File: src/rtl/cpu_pkg.sv
// Shared encodings for the 8-bit CPU control path: opcodes, ALU selects,
// sequencer states and instruction field positions.
package cpu_pkg;

  localparam int OPC_MSB = 7;
  localparam int OPC_LSB = 4;
  localparam int RD_MSB  = 3;
  localparam int RD_LSB  = 2;
  localparam int RS_MSB  = 1;
  localparam int RS_LSB  = 0;

  localparam logic [3:0] OP_ADD  = 4'b0000;
  localparam logic [3:0] OP_SUB  = 4'b0001;
  localparam logic [3:0] OP_CMP  = 4'b0010;
  localparam logic [3:0] OP_SUBR = 4'b0011;
  localparam logic [3:0] OP_OR   = 4'b0100;
  localparam logic [3:0] OP_NOR  = 4'b0101;
  localparam logic [3:0] OP_AND  = 4'b0110;
  localparam logic [3:0] OP_XOR  = 4'b0111;
  localparam logic [3:0] OP_LDI  = 4'b1000;
  localparam logic [3:0] OP_JMP  = 4'b1001;
  localparam logic [3:0] OP_JZ   = 4'b1010;
  localparam logic [3:0] OP_NOP  = 4'b1011;
  localparam logic [3:0] OP_HALT = 4'b1111;

  localparam logic [2:0] ALU_ADD  = 3'b000;
  localparam logic [2:0] ALU_SUB  = 3'b001;
  localparam logic [2:0] ALU_CMP  = 3'b010;
  localparam logic [2:0] ALU_SUBR = 3'b011;
  localparam logic [2:0] ALU_OR   = 3'b100;
  localparam logic [2:0] ALU_NOR  = 3'b101;
  localparam logic [2:0] ALU_AND  = 3'b110;
  localparam logic [2:0] ALU_XOR  = 3'b111;

  typedef enum logic [2:0] {
    ST_FETCH  = 3'd0,
    ST_DECODE = 3'd1,
    ST_EXEC   = 3'd2,
    ST_IMM    = 3'd3,
    ST_HALT   = 3'd4
  } state_e;

endpackage

File: src/rtl/cpu_control_unit_if.sv
// Fetch handshake and datapath control bus; master is the control unit,
// slave is the memory/register-file/ALU side.
interface cpu_control_unit_if #(
  parameter int ADDR_W = 8
);
  logic [7:0]        InstrData;
  logic              InstrValid;
  logic              InstrReq;
  logic [ADDR_W-1:0] PC;
  logic [2:0]        ALUSel;
  logic              ZFlag;
  logic [1:0]        RdAddr;
  logic [1:0]        RsAddr;
  logic              RegWrite;
  logic              ALUSrcImm;
  logic [7:0]        ImmData;
  logic              ZLatched;
  logic              Halted;

  modport master (
    input  InstrData, InstrValid, ZFlag,
    output InstrReq, PC, ALUSel, RdAddr, RsAddr, RegWrite, ALUSrcImm,
           ImmData, ZLatched, Halted
  );

  modport slave (
    output InstrData, InstrValid, ZFlag,
    input  InstrReq, PC, ALUSel, RdAddr, RsAddr, RegWrite, ALUSrcImm,
           ImmData, ZLatched, Halted
  );
endinterface

File: src/rtl/cpu_instr_decode.sv
// Purely combinational instruction decoder: splits the instruction register
// into fields and classifies the opcode.
module cpu_instr_decode
  import cpu_pkg::*;
(
  input  logic [7:0] ir_i,
  output logic [2:0] alu_sel_o,
  output logic [1:0] rd_o,
  output logic [1:0] rs_o,
  output logic       is_alu_o,
  output logic       is_cmp_o,
  output logic       needs_imm_o,
  output logic       is_ldi_o,
  output logic       is_jmp_o,
  output logic       is_jz_o,
  output logic       is_halt_o,
  output logic       is_illegal_o
);

  logic [3:0] opcode;

  assign opcode = ir_i[OPC_MSB:OPC_LSB];
  assign rd_o   = ir_i[RD_MSB:RD_LSB];
  assign rs_o   = ir_i[RS_MSB:RS_LSB];

  always_comb begin
    alu_sel_o    = ALU_ADD;
    is_alu_o     = 1'b0;
    is_cmp_o     = 1'b0;
    is_ldi_o     = 1'b0;
    is_jmp_o     = 1'b0;
    is_jz_o      = 1'b0;
    is_halt_o    = 1'b0;
    is_illegal_o = 1'b0;
    case (opcode)
      OP_ADD:  begin is_alu_o = 1'b1; alu_sel_o = ALU_ADD;  end
      OP_SUB:  begin is_alu_o = 1'b1; alu_sel_o = ALU_SUB;  end
      OP_CMP:  begin is_alu_o = 1'b1; alu_sel_o = ALU_CMP; is_cmp_o = 1'b1; end
      OP_SUBR: begin is_alu_o = 1'b1; alu_sel_o = ALU_SUBR; end
      OP_OR:   begin is_alu_o = 1'b1; alu_sel_o = ALU_OR;   end
      OP_NOR:  begin is_alu_o = 1'b1; alu_sel_o = ALU_NOR;  end
      OP_AND:  begin is_alu_o = 1'b1; alu_sel_o = ALU_AND;  end
      OP_XOR:  begin is_alu_o = 1'b1; alu_sel_o = ALU_XOR;  end
      OP_LDI:  is_ldi_o  = 1'b1;
      OP_JMP:  is_jmp_o  = 1'b1;
      OP_JZ:   is_jz_o   = 1'b1;
      OP_NOP:  ;
      OP_HALT: is_halt_o = 1'b1;
      default: is_illegal_o = 1'b1;
    endcase
  end

  assign needs_imm_o = is_ldi_o | is_jmp_o | is_jz_o;

endmodule

File: src/rtl/cpu_control_unit.sv
// Multi-cycle fetch/decode/execute sequencer for the 8-bit CPU.
// Define ILLEGAL_TRAP_EN to halt on undefined opcodes (else they act as NOP).
//
// state  | meaning
// FETCH  | request opcode byte at PC until InstrValid
// DECODE | fields from IR, pick EXEC or IMM
// IMM    | request immediate byte at PC until InstrValid
// EXEC   | one-cycle strobes, flag/PC update
// HALT   | terminal, only reset exits
module cpu_control_unit
  import cpu_pkg::*;
#(
  parameter int                ADDR_W   = 8,
  parameter logic [ADDR_W-1:0] RESET_PC = '0
) (
  input logic                clk,
  input logic                reset,
  cpu_control_unit_if.master bus
);

`ifdef ILLEGAL_TRAP_EN
  localparam logic TRAP_ILLEGAL = 1'b1;
`else
  localparam logic TRAP_ILLEGAL = 1'b0;
`endif

  state_e            state_q, state_d;
  logic [ADDR_W-1:0] pc_q, pc_d;
  logic [7:0]        ir_q, ir_d;
  logic [7:0]        imm_q, imm_d;
  logic [2:0]        alu_sel_q, alu_sel_d;
  logic              req_q, req_d;
  logic              zlat_q, zlat_d;
  logic              halted_q, halted_d;

  logic              reg_write;
  logic              alu_src_imm;
  logic              accept;
  logic              halt_cond;
  logic [ADDR_W-1:0] pc_inc;
  logic [ADDR_W-1:0] jump_target;

  logic [2:0] dec_alu_sel;
  logic [1:0] dec_rd;
  logic [1:0] dec_rs;
  logic       dec_is_alu;
  logic       dec_is_cmp;
  logic       dec_needs_imm;
  logic       dec_is_ldi;
  logic       dec_is_jmp;
  logic       dec_is_jz;
  logic       dec_is_halt;
  logic       dec_is_illegal;

  cpu_instr_decode u_decode (
    .ir_i         (ir_q),
    .alu_sel_o    (dec_alu_sel),
    .rd_o         (dec_rd),
    .rs_o         (dec_rs),
    .is_alu_o     (dec_is_alu),
    .is_cmp_o     (dec_is_cmp),
    .needs_imm_o  (dec_needs_imm),
    .is_ldi_o     (dec_is_ldi),
    .is_jmp_o     (dec_is_jmp),
    .is_jz_o      (dec_is_jz),
    .is_halt_o    (dec_is_halt),
    .is_illegal_o (dec_is_illegal)
  );

  // The request is registered, so a byte offered while it is low is never taken.
  assign accept      = req_q & bus.InstrValid;
  assign pc_inc      = pc_q + ADDR_W'(1);
  assign jump_target = ADDR_W'(imm_q);
  assign halt_cond   = dec_is_halt | (TRAP_ILLEGAL & dec_is_illegal);

  always_comb begin
    state_d     = state_q;
    pc_d        = pc_q;
    ir_d        = ir_q;
    imm_d       = imm_q;
    alu_sel_d   = alu_sel_q;
    zlat_d      = zlat_q;
    halted_d    = halted_q;
    reg_write   = 1'b0;
    alu_src_imm = 1'b0;

    case (state_q)
      ST_FETCH: begin
        if (accept) begin
          ir_d    = bus.InstrData;
          pc_d    = pc_inc;
          state_d = ST_DECODE;
        end
      end
      ST_DECODE: begin
        // ALUSel is loaded here so it is stable for the whole EXEC cycle.
        if (dec_is_alu) begin
          alu_sel_d = dec_alu_sel;
        end
        state_d = dec_needs_imm ? ST_IMM : ST_EXEC;
      end
      ST_IMM: begin
        if (accept) begin
          imm_d   = bus.InstrData;
          pc_d    = pc_inc;
          state_d = ST_EXEC;
        end
      end
      ST_EXEC: begin
        state_d = ST_FETCH;
        if (dec_is_alu) begin
          zlat_d    = bus.ZFlag;
          reg_write = ~dec_is_cmp;
        end else if (dec_is_ldi) begin
          alu_src_imm = 1'b1;
          reg_write   = 1'b1;
        end else if (dec_is_jmp) begin
          pc_d = jump_target;
        end else if (dec_is_jz) begin
          if (zlat_q) begin
            pc_d = jump_target;
          end
        end else if (halt_cond) begin
          halted_d = 1'b1;
          state_d  = ST_HALT;
        end
      end
      ST_HALT: state_d = ST_HALT;
      default: state_d = ST_FETCH;
    endcase

    req_d = (state_d == ST_FETCH) || (state_d == ST_IMM);
  end

  always_ff @(posedge clk or posedge reset) begin
    if (reset) begin
      state_q   <= ST_FETCH;
      pc_q      <= RESET_PC;
      ir_q      <= '0;
      imm_q     <= '0;
      alu_sel_q <= ALU_ADD;
      req_q     <= 1'b0;
      zlat_q    <= 1'b0;
      halted_q  <= 1'b0;
    end else begin
      state_q   <= state_d;
      pc_q      <= pc_d;
      ir_q      <= ir_d;
      imm_q     <= imm_d;
      alu_sel_q <= alu_sel_d;
      req_q     <= req_d;
      zlat_q    <= zlat_d;
      halted_q  <= halted_d;
    end
  end

  assign bus.InstrReq  = req_q;
  assign bus.PC        = pc_q;
  assign bus.ALUSel    = alu_sel_q;
  assign bus.RdAddr    = dec_rd;
  assign bus.RsAddr    = dec_rs;
  assign bus.RegWrite  = reg_write;
  assign bus.ALUSrcImm = alu_src_imm;
  assign bus.ImmData   = imm_q;
  assign bus.ZLatched  = zlat_q;
  assign bus.Halted    = halted_q;

endmodule
File: src/flat_wrapper.sv
// flat-port wrapper written by rule: the top's interface ports become plain ports
module cpu_control_unit_flat import cpu_pkg::*;
#(
  parameter int                ADDR_W   = 8,
  parameter logic [ADDR_W-1:0] RESET_PC = '0
)
  (clk, reset, bus_InstrData, bus_InstrValid, bus_ZFlag, bus_InstrReq, bus_PC, bus_ALUSel, bus_RdAddr, bus_RsAddr, bus_RegWrite, bus_ALUSrcImm, bus_ImmData, bus_ZLatched, bus_Halted);
  cpu_control_unit_if #(.ADDR_W(ADDR_W)) bus_i ();
  input logic clk;
  input logic reset;
  input wire logic [$bits(bus_i.InstrData)-1:0] bus_InstrData;
  input wire logic [$bits(bus_i.InstrValid)-1:0] bus_InstrValid;
  input wire logic [$bits(bus_i.ZFlag)-1:0] bus_ZFlag;
  output wire logic [$bits(bus_i.InstrReq)-1:0] bus_InstrReq;
  output wire logic [$bits(bus_i.PC)-1:0] bus_PC;
  output wire logic [$bits(bus_i.ALUSel)-1:0] bus_ALUSel;
  output wire logic [$bits(bus_i.RdAddr)-1:0] bus_RdAddr;
  output wire logic [$bits(bus_i.RsAddr)-1:0] bus_RsAddr;
  output wire logic [$bits(bus_i.RegWrite)-1:0] bus_RegWrite;
  output wire logic [$bits(bus_i.ALUSrcImm)-1:0] bus_ALUSrcImm;
  output wire logic [$bits(bus_i.ImmData)-1:0] bus_ImmData;
  output wire logic [$bits(bus_i.ZLatched)-1:0] bus_ZLatched;
  output wire logic [$bits(bus_i.Halted)-1:0] bus_Halted;
  assign bus_i.InstrData = bus_InstrData;
  assign bus_i.InstrValid = bus_InstrValid;
  assign bus_i.ZFlag = bus_ZFlag;
  assign bus_InstrReq = bus_i.InstrReq;
  assign bus_PC = bus_i.PC;
  assign bus_ALUSel = bus_i.ALUSel;
  assign bus_RdAddr = bus_i.RdAddr;
  assign bus_RsAddr = bus_i.RsAddr;
  assign bus_RegWrite = bus_i.RegWrite;
  assign bus_ALUSrcImm = bus_i.ALUSrcImm;
  assign bus_ImmData = bus_i.ImmData;
  assign bus_ZLatched = bus_i.ZLatched;
  assign bus_Halted = bus_i.Halted;
  cpu_control_unit #(.ADDR_W(ADDR_W), .RESET_PC(RESET_PC)) u_core (.clk(clk), .reset(reset), .bus(bus_i));
endmodule
File: config.mk
export PLATFORM = sky130hd
export DESIGN_NAME = cpu_control_unit_flat
export DESIGN_NICKNAME = d
export VERILOG_FILES = /design/src/rtl/cpu_pkg.sv /design/src/rtl/cpu_control_unit_if.sv /design/src/rtl/cpu_instr_decode.sv /design/src/rtl/cpu_control_unit.sv /design/src/flat_wrapper.sv
export SDC_FILE = /design/constraint.sdc
export NUM_CORES = 1
export LEC_CHECK = 0
export ABC_AREA = 1
export BUFFER_PORTS_ARGS = -buffer_cell sky130_fd_sc_hd__buf_2
export CORE_MARGIN = 1
export CORE_UTILIZATION = 40
export DETAILED_ROUTE_END_ITERATION = 16
export SLEW_MARGIN = 20
export SYNTH_ARGS = -nofsm -noshare
export SYNTH_HDL_FRONTEND = slang
export SYNTH_SLANG_ARGS = --single-unit
File: constraint.sdc
create_clock -name clk -period 1.2 [get_ports clk]
set_input_delay 0.06 -clock clk [delete_from_list [all_inputs] [get_ports clk]]
set_output_delay 0.06 -clock clk [all_outputs]
set_load 0.05 [all_outputs]
==> results of run 1 <==
[timing repair]
action | CTS | global route
endpoints found under the setup margin | 27 | 34
hold buffers | 1 | 0
hold endpoints to repair | 33 | 0
gates resized for setup | 72 | 24
setup buffers | 11 | 7
pin swaps | 22 | 14
gates cloned | 3 | 0
[area by class of cell]
type,instances,share of cell area
clock inverters,1,0.0111
clock buffers,7,0.0320
well taps,50,0.0232
inverters,28,0.0389
repair buffers,78,0.225
multi-input cells,148,0.359
flip-flops and latches,33,0.311
[through the flow]
step	util	cells	setup slack [ns]
after floorplan	-	217	-0.102
after global placement	0.519	318	-0.0729
after detailed placement	0.519	318	-0.116
after CTS	0.642	341	-0.253
after global routing	0.670	345	-0.318
final	0.670	345	-0.257
[synth_stat cells (2+ instances only)]
cell and n:
a21oi_1 2, buf_2 2, buf_4 4, buf_6 3, dfrtp_1 33, inv_1 26
inv_2 2, nand2_1 67, nand2_2 3, nand3_1 22, nand3_2 2, nor2_1 9
nor2_2 4, nor3_1 2, o21ai_0 16, o21ai_1 11, or2_2 2
[flip-flops by register name, indices dropped and copies added, names as in the netlist]
| signal | count |
|---|---|
| u_core.state_q | 3 |
| u_core.bus.Halted | 1 |
| u_core.bus.PC | 8 |
| u_core.bus.ALUSel | 3 |
| u_core.bus.InstrReq | 1 |
| u_core.bus.ImmData | 8 |
| u_core.ir_q | 8 |
| u_core.bus.ZLatched | 1 |
[worst register-to-register path: stages, from the launching register on]
cell	delay, ns
dfrtp_1	0.40
buf_4	0.15
buf_8	0.13
nor2_4	0.12
nand2_1	0.08
nand2_2	0.09
nand2_4	0.10
nand2_4	0.14
nand3_1	0.08
nand2_1	0.07
[cells in the final DEF, fill, tap and decap left out, drive strengths merged]
cell	Yosys	layout
buf	9	77
a211oi	1	1
bufinv	0	1
nand3	24	24
o21ai	27	27
a21o	1	1
nand4	1	1
or2	3	3
a21oi	2	2
inv	28	28
ha	1	1
xnor2	1	1
dlygate4sd3	0	1
clkbuf	1	7
nand2	70	72
nor2	13	13
nor3	2	2
dfrtp	33	33
[kinds of logic (layout without fill, tap and decap cells)]
group,after synthesis,after routing
and+or+nand+nor,113,115
xor gates and xnor gates,1,1
buffers and inverters,38,114
AOI/OAI and AO/OA,31,31
adders and majority gates,1,1
DFF,33,33
[metal layers]
metal	up-vias	global-route usage
met4	0	0.120
met2	48	0.396
met1	833	0.313
li1	840	-
met3	14	0.0428
met5	-	0
[power by group]
group | switching, uW | internal [uW]
sequential | 474 | 1590
clock | 418 | 677
combinational | 3070 | 1670
[worst max path at each step]
stage                                        end  slack, ns  cells after the start                   startpoint
detailed placement  u_core.bus.PC[7]$_DFFE_PP0P_      -0.12                      8  u_core.state_q[0]$_DFF_PP0_
global placement    u_core.bus.PC[0]$_DFFE_PP0P_      -0.07                      8  u_core.state_q[0]$_DFF_PP0_
floorplan                           bus_RegWrite      -0.10                      5  u_core.state_q[1]$_DFF_PP0_
CTS                                 bus_RegWrite      -0.25                      6   u_core.ir_q[6]$_DFFE_PP0P_
finish                              bus_RegWrite      -0.26                      6   u_core.ir_q[6]$_DFFE_PP0P_
global route                        bus_RegWrite      -0.32                      6  u_core.state_q[1]$_DFF_PP0_
==> qor.yml, run 1 <==
status:
  outcome: "finished with violations"
  violations: "setup timing"
placed_design:
  port_buffers: 39
  postPlaceCellArea_um2: 2090
  hpwl_mm: 2.87
  gp_congestion: 0.863
hold_path:
  min_from: "bus_InstrData[0]"
  min_path_type: "in2reg"
  hold_path_end: "u_core.bus.ImmData[0]$_DFFE_PP0P_"
  whs_path_depth: 3
route:
  dr_wl_met3_um: 260
  ant_nets: 0
  vias: 1735
  met2WireLength_mm: 2.47
  drt_iter0_drc: 110
  wire_per_inst_um: 14.5
  top_layer: "met4"
  avgViaCountPerCell: 5.03
  wl_met1_mm: 2.13
  first_pass_iters: 5
  drc: 0
  wl_mm: 5.01
logic_synthesis:
  async_reset_ff_frac: 1.00
  synth_adder_area_share: 0.00743
  synth_seq_cells: 33
  syn_avg_cell_area_um2: 7.76
  synth_area_leader_cell: "dfrtp_1"
  synth_top_family_by_area: "simple AND/OR/NAND/NOR gates"
  synth_area_leaders: "dfrtp_1, nand2_1, nand3_1, inv_1, o21ai_0"
  synthMuxAreaShare: 0
  synth_compound_area_frac: 0.0951
  synth_simple_gate_area_share: 0.293
  syn_area_um2: 1680
  ys_seq_area_frac: 0.490
  synth_edf_count: 0
  syn_inst: 217
  syn_nets: 230
  synth_warnings: 0
  yosysTopAreaCellShare: 0.490
  ys_dominant_reg_cell: "dfrtp_1"
  yosysUniqueCellTypes: 24
  synth_xor_xnor_area_share: 0.00520
final_layout:
  multiInputGateArea_um2: 971
  ff_latch_area_um2: 840
  finalNetCount: 307
  final_area_um2: 2700
  nFillCells: 336
  drive_above_1_share: 0.532
  area_growth_pct: 60.4
  antennaDiodeCount: 0
global_route:
  grt_pass1_vias: 1649
  grt_use_total: 0.245
  grt_pass1_wl_mm: 7.91
  grt_max_degree: 34
  gr-total-overflow: 0
  antenna_found_initial: 0
power:
  p_leak_uw: 0.00138
  power_density_nw_per_um2: 2930
  p_total_uw: 7910
  ir_drop_uv: 1780
worst_setup_path:
  timing.rr.end: "u_core.bus.PC[5]$_DFFE_PP0P_"
  critPathTopFamily: "flip-flops"
  critPathMaxStageDelay_ns: 0.40
  cp_common_cell: "inv_2"
  cp-end-kind: "output port"
  start_kind: "flop"
  rr_worst_depth: 9
  reg2reg_slack_ns: -0.21
  cp_cell_sequence: "inv_2, nand2_2, inv_2, nand3_4, a211oi_4, buf_6"
  cpMaxStageDelayCell: "dfrtp_1"
  cp_max_fo: 2
  crit_type: "reg2out"
  cp_data_required_time_ns: 1.14
  r2r_start: "u_core.state_q[0]$_DFF_PP0_"
  cp_num_buf_inv: 3
  worst_ep_arrival_time_ns: 1.40
die:
  core_area_um2: 4030
  row_count: 23
  io_pins: 40
  dieHeight_um: 66.9
  die_w_um: 66.9
  start_util: 0.418
  fp.dieArea_um2: 4470
sta:
  max_freq_mhz: 686
  fin_crit_ns: 1.46
  finalHoldViolations: 0
  skew_ns: 0.0104
  finalSetupTns_ns: -4.03
  fin_crit_sh: 1.21
  rsz0062_at_grt: "yes"
  finalSetupViolations: 33
  setup_ws_ns: -0.257
  slew-limit-headroom: 0.721
  tightestPinTransition_ns: 0.419
  slew_violations: 0
  whs_ns: 0.0237
clock_network:
  cts_sinks: 33
  root_buffer: "clkbuf_8"
  cts_tree: "done"
  htreeDepth: 2
  cts_max_path_buffers: 2
  cts_inserted_buffers: 5
  worstSkewPairLatency_ns: 0.29
  clk_pin_slew_ns: 0.07
job:
  max-cap-violations: 0
Power figures use the tool's default switching activity.
==> inputs of run 2 (changes only) <==
==> constraint.sdc (replaced) <==
create_clock -name clk -period 1.7 [get_ports clk]
set_input_delay 0.085 -clock clk [delete_from_list [all_inputs] [get_ports clk]]
set_output_delay 0.085 -clock clk [all_outputs]
set_load 0.05 [all_outputs]
==> run 2 against run 1 <==
  * The flow now finishes without violations
  * Highest routed layer unchanged
  * Design area is 26% lower
  * Register-to-register slack better by 0.54 ns
  * Die area stayed put
  * Count of clock-buffer cells in the layout stayed put
  * First-iteration DRC count is 52% lower
  * Non-clock buffer count is 34 lower
  * Combinational power is 53% lower
  * Critical path type unchanged
  * Utilization is 17 points lower
==> qor.yml, run 2 (same netlist as run 1, synthesis figures left out) <==
status:
  outcome: "finished, final reports clean"
global_route:
  grt.busiest_layer: "met2"
  grt_use_total: 0.177
  grt_use_met1: 0.252
  gr-total-overflow: 0
  gr-usage-met3: 0.0360
  use_met2: 0.264
  grt_pass1_wl_mm: 5.86
  grt_pass1_vias: 1320
  grt_max_degree: 34
  antenna_found_initial: 0
worst_setup_path:
  crit_end: "bus_RegWrite"
  cp_num_cells: 4
  cp-end-kind: "output port"
  timing.rr.end: "u_core.bus.InstrReq$_DFF_PP0_"
  critPathMaxStageDelay_ns: 0.48
  critPathTopFamily: "flip-flops"
  cpMaxStageDelayCell: "dfrtp_1"
  rr_worst_depth: 6
  cp_data_required_time_ns: 1.62
  cp_max_fo: 10
  worst_ep_arrival_time_ns: 1.50
  start_kind: "flop"
  cp_cell_sequence: "nor2_2, nand2_2, a211oi_2, buf_4"
  cp_num_buf_inv: 1
  r2r_start: "u_core.state_q[0]$_DFF_PP0_"
  crit_type: "reg2out"
  reg2reg_slack_ns: 0.33
  cp-startpoint: "u_core.state_q[0]$_DFF_PP0_"
sta:
  fin_crit_ns: 1.58
  skew_ns: 0.00722
  slew-limit-headroom: 0.722
  fin_crit_sh: 0.930
  finalHoldViolations: 0
  finalSetupViolations: 0
  max_freq_mhz: 632
  tightestPinTransition_ns: 0.417
  slew_violations: 0
  finalSetupTns_ns: 0
  rsz0062_at_grt: "no"
die:
  io_pins: 40
  start_util: 0.418
  die_w_um: 66.9
  core_area_um2: 4030
  dieHeight_um: 66.9
  row_count: 23
  fp.dieArea_um2: 4470
route:
  ant_nets: 0
  wire_per_inst_um: 11.2
  wl_mm: 3.45
  vias: 1456
  drc: 0
  drt_iter0_drc: 53
  avgViaCountPerCell: 4.73
  first_pass_iters: 4
clock_network:
  clk_pin_slew_ns: 0.07
  cts_setup_buffers: 0
  cts_tree: "done"
  cts_max_path_buffers: 2
  cts_sinks: 33
  root_buffer: "clkbuf_8"
  worstSkewPairLatency_ns: 0.28
  cts_inserted_buffers: 5
  htreeDepth: 2
final_layout:
  finalNetCount: 271
  antennaDiodeCount: 0
  final_common_cell: "nand2_1"
  finalNonFillerCells: 308
  nFillCells: 424
  area_growth_pct: 18.8
  drive_above_1_share: 0.248
  final_cell_mix: "nand2_1, buf_2, dfrtp_1"
power:
  ir_drop_uv: 1010
  p_leak_uw: 0.00111
  power_density_nw_per_um2: 2100
placed_design:
  gp_congestion: 0.807
  port_buffers: 39
  hpwl_mm: 2.58
  dp.cells: 300
job:
  max-cap-violations: 0
hold_path:
  min_path_type: "in2reg"
  min_from: "bus_ZFlag"
## run 2: cell types whose count changed in the layout (fill, tap and decap cells not counted), sizes merged
| cell | delta |
|---|---|
| buf | -34 |
| bufinv | -1 |
| nand2 | -2 |
## run 2: routing by layer
layer  part of all wire  up-vias
li1                   -      764
met1               0.51      661
met2               0.45       26
met3              0.034        5
met4             0.0087        0
met5                  0        -
## run 2: per-stage QoR
step | setup slack [ns] | power, uW | utilization | area (um^2) | hold WS, ns
global route | 0.0499 | 4520 | 0.497 | 2000 | 0.0592
global placement | 0.311 | 3610 | 0.471 | 1900 | 0.201
finish | 0.119 | 4200 | 0.497 | 2000 | 0.0461
floorplan | 0.122 | 3220 | - | 1690 | 0.214
CTS | 0.0231 | 4240 | 0.496 | 2000 | 0.0412
detailed placement | 0.276 | 3630 | 0.471 | 1900 | 0.202
## run 2: where the power goes
| part | switching [uW] | internal (uW) | leakage, uW |
|---|---|---|---|
| clock network | 271 | 321 | 0.0000443 |
| registers | 285 | 1100 | 0.000423 |
| logic | 1640 | 578 | 0.000640 |
## run 2: cell type report
| class | count | area, um^2 | area share |
|---|---|---|---|
| repair buffers | 44 | 238 | 0.119 |
| multi-input cells | 146 | 683 | 0.341 |
| well taps | 50 | 62.6 | 0.0313 |
| flip-flops and latches | 33 | 826 | 0.413 |
| inverters | 28 | 105 | 0.0525 |
| clock buffers | 7 | 86.3 | 0.0432 |
## run 2: worst reg2reg max path, stage by stage, from the launching register on
cell and delay [ns]:
dfrtp_1 0.48, nor2_2 0.18, nand3_2 0.28, nand2_1 0.14, nor2_1 0.06, nand3_1 0.07
nand2_1 0.05
## run 2: worst min-delay path by stage
| stage | slack, ns | endpoint | cells past startpoint |
|---|---|---|---|
| 4_1_cts | 0.04 | u_core.bus.ZLatched$_DFFE_PP0N_ | 3 |
| 3_3_place_gp | 0.20 | u_core.bus.ALUSel[0]$_DFFE_PP0P_ | 3 |
| 3_5_place_dp | 0.20 | u_core.bus.ALUSel[0]$_DFFE_PP0P_ | 3 |
| 6_report | 0.05 | u_core.bus.ZLatched$_DFFE_PP0N_ | 3 |
| 2_1_floorplan | 0.21 | u_core.bus.ALUSel[0]$_DFFE_PP0P_ | 1 |
| 5_1_grt | 0.06 | u_core.bus.ImmData[7]$_DFFE_PP0P_ | 3 |
## run 2: timing repair
item | CTS | global route
hold buffers | 1 | 0
endpoints found under the setup margin | 1 | 2
cloned | 0 | 0
gates resized for setup | 1 | 1
endpoints found under the hold margin | 33 | 0
==> inputs of run 3 (changes only) <==
--- a/config.mk
+++ b/config.mk
@@ -6,7 +6,7 @@
 export NUM_CORES = 1
 export LEC_CHECK = 0
 export ABC_AREA = 1
-export BUFFER_PORTS_ARGS = -buffer_cell sky130_fd_sc_hd__buf_2
+export BUFFER_PORTS_ARGS = -buffer_cell sky130_fd_sc_hd__buf_4
 export CORE_MARGIN = 1
 export CORE_UTILIZATION = 40
 export DETAILED_ROUTE_END_ITERATION = 16
==> run 3 against run 2 <==
  * Worst setup slack got worse by 0.020 ns
  * Design area increased by 4.2%
  * Non-clock buffer count decreased by 1
  * Worst hold slack got worse by 0.0030 ns
  * Sequential cell count unchanged
  * Via count decreased by 0.76%
  * Critical path type unchanged
  * Highest routed layer unchanged
==> qor.yml, run 3 (same netlist as run 1, synthesis figures left out) <==
sta:
  slew_violations: 0
  fin_crit_ns: 1.60
  tightestPinTransition_ns: 0.423
  slew-limit-headroom: 0.718
  finalHoldViolations: 0
  finalSetupTns_ns: 0
  setup_ws_ns: 0.0987
  fin_crit_sh: 0.942
  skew_ns: 0.00645
  max_freq_mhz: 624
  whs_ns: 0.0431
  finalSetupViolations: 0
  rsz0062_at_grt: "no"
worst_setup_path:
  start_kind: "flop"
  cp-end-kind: "output port"
  crit_type: "reg2out"
  cp_num_cells: 4
  cpMaxStageDelayCell: "dfrtp_1"
  critPathMaxStageDelay_ns: 0.48
  worst_ep_arrival_time_ns: 1.52
  rr_worst_depth: 6
  cp_data_required_time_ns: 1.62
  critPathTopFamily: "flip-flops"
  cp_max_fo: 12
  cp_cell_sequence: "nor2_2, nand2_2, a211oi_2, buf_4"
  cp_num_buf_inv: 1
route:
  drt_iter0_drc: 85
  drc: 0
  first_pass_iters: 4
  vias: 1445
  ant_nets: 0
  avgViaCountPerCell: 4.69
  wire_per_inst_um: 11.6
  wl_mm: 3.56
final_layout:
  drive_above_1_share: 0.248
  finalNetCount: 270
  final_area_um2: 2080
  area_growth_pct: 23.8
  nFillCells: 413
  final_cell_mix: "nand2_1, buf_4, dfrtp_1"
  final_common_cell: "nand2_1"
  antennaDiodeCount: 0
placed_design:
  place_ws_ns: 0.239
  postPlaceCellArea_um2: 1990
  port_buffers: 39
  hpwl_mm: 2.61
  gp_congestion: 0.800
clock_network:
  htreeDepth: 2
  worstSkewPairLatency_ns: 0.28
  cts_sinks: 33
  cts_max_path_buffers: 2
  cts_inserted_buffers: 5
  cts_setup_buffers: 0
  cts_tree: "done"
  root_buffer: "clkbuf_8"
  clk_pin_slew_ns: 0.07
die:
  row_count: 23
  io_pins: 40
  die_w_um: 66.9
  core_area_um2: 4030
  dieHeight_um: 66.9
  fp.dieArea_um2: 4470
  start_util: 0.418
job:
  max-cap-violations: 0
hold_path:
  min_path_type: "in2reg"
  whs_path_depth: 3
power:
  ir_drop_uv: 927
  p_total_uw: 4330
  p_leak_uw: 0.00112
  power_density_nw_per_um2: 2080
global_route:
  gr-total-overflow: 0
  antenna_found_initial: 0
  grt_pass1_vias: 1321
  grt_pass1_wl_mm: 6.07
  grt_max_degree: 34
  grt_use_total: 0.186
status:
  outcome: "finished, final reports clean"
run 3: cell count changes in the layout (fill, tap and decap cells not counted), sizes merged:
cell / previous run / this run
clkinv: 0 / 2
clkbuf: 7 / 6
buf: 43 / 42
run 3: final cells by class:
type                       count  area [um^2]  share of cell area
timing repair buffer          43          325               0.156
clock buffer                   6         72.6              0.0348
multi-input combinational    146          683               0.328
inverter                      28          105              0.0504
sequential                    33          826               0.396
clock inverter                 2         10.0             0.00480
tap                           50         62.6              0.0300
run 3: power by group:
group	switching (uW)	total, uW	leakage [uW]	internal, uW
sequential	309	1410	0.000423	1100
combinational	1640	2350	0.000655	718
clock	280	563	0.0000450	283
run 3: path summary, 6_finish.rpt:
path	from	end	slack, ns
worst max-delay path	u_core.state_q[0]$_DFF_PP0_	bus_RegWrite	0.1
worst min-delay path	bus_ZFlag	u_core.bus.ZLatched$_DFFE_PP0N_	0.04
worst max register to register	u_core.state_q[0]$_DFF_PP0_	u_core.bus.InstrReq$_DFF_PP0_	0.34
worst min register to register	u_core.bus.Halted$_DFFE_PP0P_	u_core.bus.Halted$_DFFE_PP0P_	0.45
max in group asynchronous	reset	u_core.bus.ImmData[6]$_DFFE_PP0P_	0.94
min in group asynchronous	reset	u_core.bus.ALUSel[0]$_DFFE_PP0P_	0.45
run 3: stage by stage:
stage / std cells / utilization
floorplan: 217 / -
global placement: 299 / 0.494
detailed placement: 299 / 0.494
CTS: 308 / 0.517
global route: 308 / 0.517
finish: 308 / 0.517
run 3: per-layer routing:
metal	global-route usage	vias to the layer above	share of wire
li1	-	763	-
met1	0.262	645	0.50
met3	0.0428	4	0.033
met2	0.273	33	0.45
met5	0	-	0
met4	0.0718	0	0.010
run 3: timing repair:
action,in CTS,in global routing
hold buffers,1,0
hold endpoints to repair,33,0
resized for setup,1,0
setup endpoints to repair,1,0
run 3: worst register-to-register path, cell delays in order (launching register included):
cell and delay [ns]:
dfrtp_1 0.48, nor2_2 0.19, nand3_2 0.27, nand2_1 0.13
nor2_1 0.06, nand3_1 0.07, nand2_1 0.05
